[config.mk]
export PLATFORM = sky130hd
export DESIGN_NAME = keypad_scanner_flat
export DESIGN_NICKNAME = d
export VERILOG_FILES = /design/src/rtl/keypad_scanner_if.sv /design/src/rtl/keypad_scanner.sv /design/src/flat_wrapper.sv
export SDC_FILE = /design/constraint.sdc
export NUM_CORES = 1
export LEC_CHECK = 0
export BUFFER_PORTS_ARGS = -buffer_cell sky130_fd_sc_hd__buf_4
export CAP_MARGIN = 20
export CORE_ASPECT_RATIO = 2
export CORE_UTILIZATION = 60
export DETAILED_ROUTE_END_ITERATION = 10
export GPL_ROUTABILITY_DRIVEN = 0
export PLACE_DENSITY = 0.84
export SYNTH_ARGS = -nofsm -noshare
export SYNTH_HDL_FRONTEND = slang
export SYNTH_SLANG_ARGS = --single-unit
[constraint.sdc]
create_clock -name clk -period 6.69 [get_ports clk]
set_input_delay 1.0035 -clock clk [delete_from_list [all_inputs] [get_ports clk]]
set_output_delay 1.0035 -clock clk [all_outputs]
set_load 0.02 [all_outputs]
[src/rtl/keypad_scanner_if.sv]
// Keypad pins plus the decoded key event bundle seen by the downstream square handler.
interface keypad_scanner_if;
    logic [3:0] row;
    logic [3:0] col;
    logic [3:0] key_code;
    logic       key_valid;
    logic       key_held;

    modport master (output row, input col, key_code, key_valid, key_held);
    modport slave  (input row, output col, key_code, key_valid, key_held);
endinterface

[src/rtl/keypad_scanner.sv]
// 4x4 keypad column scanner with sweep-level debounce and a single strobe per press.
// Define TYPEMATIC_EN to add auto-repeat strobes every REPEAT_SWEEPS sweeps while held.
module keypad_scanner #(
    parameter int SCAN_TICKS     = 100000,
    parameter int DEBOUNCE_SCANS = 4,
    parameter int REPEAT_SWEEPS  = 200
) (
    input  logic            clk,
    input  logic            RST_BTN,
    keypad_scanner_if.slave kp
);
    localparam int TW = (SCAN_TICKS > 1) ? $clog2(SCAN_TICKS) : 1;
    localparam int SW = $clog2(DEBOUNCE_SCANS + 1);

    typedef enum logic {SCAN, EVAL} state_e;

    state_e      state_q, state_d;
    logic [1:0]  k_q, k_d;
    logic [TW-1:0] tick_q, tick_d;
    logic [15:0] hit_q, hit_d;
    // Candidates are {is_key, code}; all-zero means no key, so reset clears to NONE.
    logic [4:0]  prev_q, prev_d;
    logic [4:0]  acc_q, acc_d;
    logic [SW-1:0] stable_q, stable_d;
    logic [3:0]  code_q, code_d;
    logic        valid_q, valid_d;
    logic        held_q, held_d;
    logic [4:0]  cand;
    logic        accept, release_ev, same;
`ifdef TYPEMATIC_EN
    localparam int RW = $clog2(REPEAT_SWEEPS + 1);
    logic [RW-1:0] rpt_q, rpt_d;
`endif

    function automatic logic [3:0] key_map(input logic [3:0] idx);
        case (idx)
            4'd0:  key_map = 4'h1;  4'd1:  key_map = 4'h4;
            4'd2:  key_map = 4'h7;  4'd3:  key_map = 4'h0;
            4'd4:  key_map = 4'h2;  4'd5:  key_map = 4'h5;
            4'd6:  key_map = 4'h8;  4'd7:  key_map = 4'hF;
            4'd8:  key_map = 4'h3;  4'd9:  key_map = 4'h6;
            4'd10: key_map = 4'h9;  4'd11: key_map = 4'hE;
            4'd12: key_map = 4'hA;  4'd13: key_map = 4'hB;
            4'd14: key_map = 4'hC;  default: key_map = 4'hD;
        endcase
    endfunction

    // Hit index is col*4+row, so scanning downward leaves the lowest column/row winner.
    always_comb begin
        cand = 5'b0;
        for (int i = 15; i >= 0; i--)
            if (hit_q[i]) cand = {1'b1, key_map(4'(i))};
    end

    always_comb begin
        state_d    = state_q;
        k_d        = k_q;
        tick_d     = tick_q;
        hit_d      = hit_q;
        prev_d     = prev_q;
        acc_d      = acc_q;
        stable_d   = stable_q;
        code_d     = code_q;
        valid_d    = 1'b0;
        held_d     = held_q;
        accept     = 1'b0;
        release_ev = 1'b0;
        same       = (cand == prev_q);
        kp.col     = 4'b1111;
`ifdef TYPEMATIC_EN
        rpt_d      = rpt_q;
`endif
        case (state_q)
            SCAN: begin
                kp.col = ~(4'b0001 << k_q);
                if (tick_q == TW'(SCAN_TICKS - 1)) begin
                    hit_d[{k_q, 2'b00} +: 4] = ~kp.row;
                    tick_d = '0;
                    k_d    = k_q + 2'd1;
                    if (k_q == 2'd3) state_d = EVAL;
                end else begin
                    tick_d = tick_q + 1'b1;
                end
            end
            default: begin
                state_d = SCAN;
                if (same) begin
                    if (stable_q != SW'(DEBOUNCE_SCANS)) stable_d = stable_q + 1'b1;
                end else begin
                    stable_d = SW'(1);
                    prev_d   = cand;
                end
                if (stable_d == SW'(DEBOUNCE_SCANS)) begin
                    if (cand[4] && cand != acc_q) begin
                        accept  = 1'b1;
                        acc_d   = cand;
                        code_d  = cand[3:0];
                        valid_d = 1'b1;
                        held_d  = 1'b1;
                    end else if (!cand[4] && acc_q[4]) begin
                        release_ev = 1'b1;
                        acc_d      = 5'b0;
                        held_d     = 1'b0;
                    end
                end
`ifdef TYPEMATIC_EN
                if (accept || release_ev) begin
                    rpt_d = '0;
                end else if (held_q && same && cand == acc_q) begin
                    if (rpt_q == RW'(REPEAT_SWEEPS - 1)) begin
                        rpt_d   = '0;
                        valid_d = 1'b1;
                    end else begin
                        rpt_d = rpt_q + 1'b1;
                    end
                end else begin
                    rpt_d = '0;
                end
`endif
            end
        endcase
    end

    always_ff @(posedge clk) begin
        if (RST_BTN) begin
            state_q  <= SCAN;
            k_q      <= '0;
            tick_q   <= '0;
            hit_q    <= '0;
            prev_q   <= '0;
            acc_q    <= '0;
            stable_q <= '0;
            code_q   <= '0;
            valid_q  <= 1'b0;
            held_q   <= 1'b0;
`ifdef TYPEMATIC_EN
            rpt_q    <= '0;
`endif
        end else begin
            state_q  <= state_d;
            k_q      <= k_d;
            tick_q   <= tick_d;
            hit_q    <= hit_d;
            prev_q   <= prev_d;
            acc_q    <= acc_d;
            stable_q <= stable_d;
            code_q   <= code_d;
            valid_q  <= valid_d;
            held_q   <= held_d;
`ifdef TYPEMATIC_EN
            rpt_q    <= rpt_d;
`endif
        end
    end

    assign kp.key_code  = code_q;
    assign kp.key_valid = valid_q;
    assign kp.key_held  = held_q;
endmodule

[src/flat_wrapper.sv]
// flat-port wrapper written by rule: the top's interface ports become plain ports
module keypad_scanner_flat 
#(
    parameter int SCAN_TICKS     = 100000,
    parameter int DEBOUNCE_SCANS = 4,
    parameter int REPEAT_SWEEPS  = 200
)
  (clk, RST_BTN, kp_row, kp_col, kp_key_code, kp_key_valid, kp_key_held);
  keypad_scanner_if kp_i ();
  input  logic clk;
  input  logic RST_BTN;
  input wire logic [$bits(kp_i.row)-1:0] kp_row;
  output wire logic [$bits(kp_i.col)-1:0] kp_col;
  output wire logic [$bits(kp_i.key_code)-1:0] kp_key_code;
  output wire logic [$bits(kp_i.key_valid)-1:0] kp_key_valid;
  output wire logic [$bits(kp_i.key_held)-1:0] kp_key_held;
  assign kp_i.row = kp_row;
  assign kp_col = kp_i.col;
  assign kp_key_code = kp_i.key_code;
  assign kp_key_valid = kp_i.key_valid;
  assign kp_key_held = kp_i.key_held;
  keypad_scanner #(.SCAN_TICKS(SCAN_TICKS), .DEBOUNCE_SCANS(DEBOUNCE_SCANS), .REPEAT_SWEEPS(REPEAT_SWEEPS)) u_core (.clk(clk), .RST_BTN(RST_BTN), .kp(kp_i));
endmodule
# Word level (Yosys, flattened, before mapping)
# Index checks and enable logic that the tools add are counted.
# word_totals
ff_bits	55
mem_bits_ro	0
wordCells	67
mem_count	0
out_inout_bits	10
mem_bits_rw	0
latch_bits	0
# op_classes
mul	0
n_shift	3
reduce_logical	10
bitwise	6
add_sub_neg	4
n_eq_ne	6
n_lt_le_gt_ge	0
n_mux	28
n_div	0
# op_table
operator	count
$mux 5	18
$add 17x1->17 const B	1
$eq 17x17->1 const B	1
$mux 17	1
$bwmux 16	1
$shift 4x6->16 const A	1
$shiftx 4x6->16	1
$mux 3	3
$not 4->4	2
$neg 4->6	1
$reduce_and 3->1	2
$reduce_or 3->1	2
$eq 5x5->1	1
$ne 5x5->1	1
$mux 1	4
$mux 4	1
$not 1->1	4
$reduce_and 2->1	2
$shl 1x2->4 const A	1
$add 3x1->3 const B	1
$eq 3x3->1 const B	1
$ne 3x3->1 const B	1
$add 2x1->2 const B	1
$eq 2x2->1 const B	1
3 further kinds	4

# Logic depth before layout (Yosys ltp)
# depth
word_depth	22
mapped_depth	11
mapped_depth_nobuf	10

# Worst setup path after synthesis
# Ideal clock, no wire load.
# synth_timing
path_type	register to register
from	register u_core.stable_q[0]
to	register u_core.code_q[3] (netlist: u_core.kp.key_code[3])
required_ns	6.562
t_arrival_ns	2.392
slack_ns	4.170
period_less_slack_ns	2.520
path_stages_with_launch	12
path_buffers	1
path_cell_list	dfxtp_1 -> inv_1 -> ha_1 -> nor3b_1 -> a211oi_1 -> nor4_1 -> nor4b_1 -> o2111ai_1 -> o21ba_1 -> buf_4 -> mux2i_1 -> nor2_1
# synth_between
elab_chain_len	6
word_cells_on_any_way	7
cone_classes	add/sub (1); eq/ne (2); mux (3); reduce/logical (1)
# synth_rtl
item	line_no	text
start: declaration	keypad_scanner.sv:24	logic [SW-1:0] stable_q, stable_d;
start signal: assignment	keypad_scanner.sv:146	stable_q <= stable_d;
$add 3x1->3 / $ne 3x3->1 (equally long branches)	keypad_scanner.sv:88	if (stable_q != SW'(DEBOUNCE_SCANS)) stable_d = stable_q + 1'b1;
$mux 3 (*)	keypad_scanner.sv:88	
$mux 3 (*)	keypad_scanner.sv:87	if (same) begin
$mux 3 (*)	keypad_scanner.sv:73	case (state_q)
$eq 3x3->1 (*)	keypad_scanner.sv:93	if (stable_d == SW'(DEBOUNCE_SCANS)) begin
$reduce_and 3->1 (no source line) (*)	-	
end signal: assignment	keypad_scanner.sv:147	code_q <= code_d;
end: declaration	keypad_scanner.sv:25	logic [3:0] code_q, code_d;
# Mark *: on every way between the ends. The rest lies on a longest branch, timed or not. The select of a mux whose other input is x is not followed.
# A chain may end at the register's enable or synchronous reset.

# Worst setup path in the final report
# layout_timing
from	register u_core.state_q
to	register u_core.code_q[0] (netlist: u_core.kp.key_code[0])
# layout_between
elab_chain_len	1
# layout_rtl
item	line_no	text
start: declaration	keypad_scanner.sv:17	state_e state_q, state_d;
start signal: assignment	keypad_scanner.sv:140	state_q <= state_d;
$reduce_and 3->1 (no source line)	-	
# Every way passes these cells.

==> impl_metrics.tcl <==
set metrics [dict create \
    yosysMostFrequentCell "nor2_1" \
    placementRows 36 \
    status "finished clean" \
    setup_viol 0 \
    synth.avg_cell_area_um2 8.35 \
    synth_top_area_frac 0.361 \
    routed_wl_um 6950 \
    core_area_um2 4860 \
    yosys_warnings 0 \
    syn_area_um2 3050 \
    end_kind "flip-flop" \
    numCtsBuffers 5 \
    cts_htree_levels 2 \
    rsz0062_at_grt "no" \
    postPlaceCellArea_um2 3160 \
    io_buffers 15 \
    crit_buf_inv 1 \
    synth.top_cells.by_area "dfxtp_1 (36%), nor2_1 (9.1%), mux2i_1 (5.3%)" \
    grt_pass1_vias 2588 \
    synth_area_leader_cell "dfxtp_1" \
    cts.hold.buffers_added 0 \
    root_buffer "clkbuf_8" \
    start_kind "flip-flop" \
    dp_hpwl_um 5250 \
    vdd_drop_max_mv 0.125 \
    clk_pin_slew_ns 0.09 \
    finalCritPeriodShare 0.457 \
    p_leak_nw 1.24 \
    worstPathRequired_ns 6.88 \
    gr-usage-all-layers 0.293 \
    clock-sinks 55 \
    via_per_inst 6.10 \
    cts_setup_buffers 0 \
    start_util 0.627 \
    synthTopCellsByCount "nor2_1 (74), dfxtp_1 (55), nand2_1 (18)" \
    drt_pre_antenna_iters 4 \
    max_stage_delay_ns 0.84 \
    syn-num-nets 380 \
    tns_ns 0 \
    power.density_nw_per_um2 164 \
    worstSetupPathType "reg -> reg" \
    grt_antenna_before_repair 0 \
    ys_async_sr_fraction 0 \
    setup_ws_ns 3.63 \
    cp_top_family "simple AND/OR/NAND/NOR gates" \
    synth_flop_cell "dfxtp_1" \
    fin_crit_ns 3.06 \
    finalInstanceArea_um2 3250 \
    finClkSkew_ns 0.00935 \
    place_ws_ns 3.72 \
    num_vias 2630 \
    maxSlewViolCount 0 \
    synthCells 365 \
    critPathSlowestCell "nor4_1" \
    dieArea_um2 5390 \
    fp.dieW_um 52.4 \
    ys_seq_area_frac 0.361 \
    synth-edff-count 0 \
    crit_chain "inv_1, nor4_1, nor4b_1, o2111ai_1, o21ba_1, mux2i_1, nor2_1" \
    area.growth.synth_to_final_pct 6.65 \
    grt_max_degree 43 \
    cts_resized 0 \
    slew_headroom 0.400 \
    tightestPinTransition_ns 0.892 \
    max_cap_violations 0 \
    remaining_drc_errors 0 \
    synth_cell_type_count 65 \
    worst_hold_slack_ns 0.499 \
    grt_pass1_wl_um 11700 \
    wl_per_cell_um 16.1 \
    drt_iter0_markers 52 \
    cp.arrival_ns 3.25 \
    path_max_fanout 16 \
    max_freq_mhz 327 \
    num-nets-final 389 \
    drive_gt1_frac 0.104 \
    top_level_ports 16 \
    ant_nets 0 \
    clk_latency_ns 0.31 \
    cts_tree "built" \
    fp.dieH_um 103 \
    cts_buffer_depth 2 \
    final_hold_viol_count 0 \
    power_mw 0.532 \
    ys_seq_elements 55 \
    hp-class "reg -> reg" \
    antenna_cells 0 \
    grt_overflow 0 \
]
-- kinds of logic (layout without fill, tap and decap cells) --
group,count (synthesis),after routing,share of synthesized area
compound gates,63,63,0.165
xor+xnor,16,16,0.0460
fa+ha+maj,9,9,0.0369
buf+inv,28,37,0.0410
flops,55,55,0.361
mux,16,16,0.0525
simple gates,178,178,0.297
-- layout by cell type, fill, tap and decap left out, drive strengths merged, types with 4 or more instances in the layout --
cell and n:
mux2i 16, ha 9, a21o 4, buf 15, clkbuf 6, xor2 9
nor4 7, nor2 75, xnor2 7, nand4 4, nand3 14, or3 11
and2 4, nand2 18, nor2b 6, a21oi 18, nor4b 4, inv 15
o21ai 12, dfxtp 55, nor3 14, a211oi 5, nand3b 4, or2 4
-- where the power goes --
| group | leakage (nW) | total [mW] | internal [mW] | switching, mW |
|---|---|---|---|---|
| combinational | 0.748 | 0.0145 | 0.00502 | 0.00950 |
| sequential | 0.443 | 0.331 | 0.329 | 0.00195 |
| clock | 0.0470 | 0.187 | 0.0815 | 0.106 |
-- area by class of cell --
cell class | count | area [um2]
Multi-Input combinational cell | 282 | 1820
Fill cell | 435 | 1610
Sequential cell | 55 | 1100
Timing Repair Buffer | 15 | 113
Clock buffer | 6 | 82.6
Tap cell | 57 | 71.3
Inverter | 15 | 56.3
Clock inverter | 1 | 5.00
-- through the flow --
stage / instances / utilization
floorplan: 365 / -
global placement: 424 / 0.650
detailed placement: 424 / 0.650
CTS: 431 / 0.668
global route: 431 / 0.668
finish: 431 / 0.668
-- per-layer routing --
layer,part of all wire,track usage,vias to the layer above
met3,0.024,0.0457,31
met4,0.045,0.182,0
met5,0,0,-
met1,0.38,0.286,1237
met2,0.55,0.544,58
li1,-,-,1304
-- worst min-delay path, delay by kind of cell (launching register included) --
kind            cells  cell delay [ns]
flops               1             0.34
simple gates        1             0.07
compound gates      1             0.05
-- registers in the layout, indices dropped and copies added (netlist names) --
name                 flops
u_core.kp.key_code       4
u_core.kp.key_held       1
u_core.k_q               2
u_core.state_q           1
u_core.kp.key_valid      1
u_core.stable_q          3
u_core.hit_q            16
u_core.acc_q             5
u_core.prev_q            5
u_core.tick_q           17
-- worst paths after layout --
kind                      endpoint  slack, ns          startpoint  cells past startpoint
min             u_core.stable_q[1]       0.50  u_core.stable_q[1]                      2
max          u_core.kp.key_code[0]       3.63      u_core.state_q                      7
max reg2reg  u_core.kp.key_code[0]       3.63      u_core.state_q                      7
min reg2reg     u_core.stable_q[1]       0.50  u_core.stable_q[1]                      2
Power figures use the tool's default switching activity.
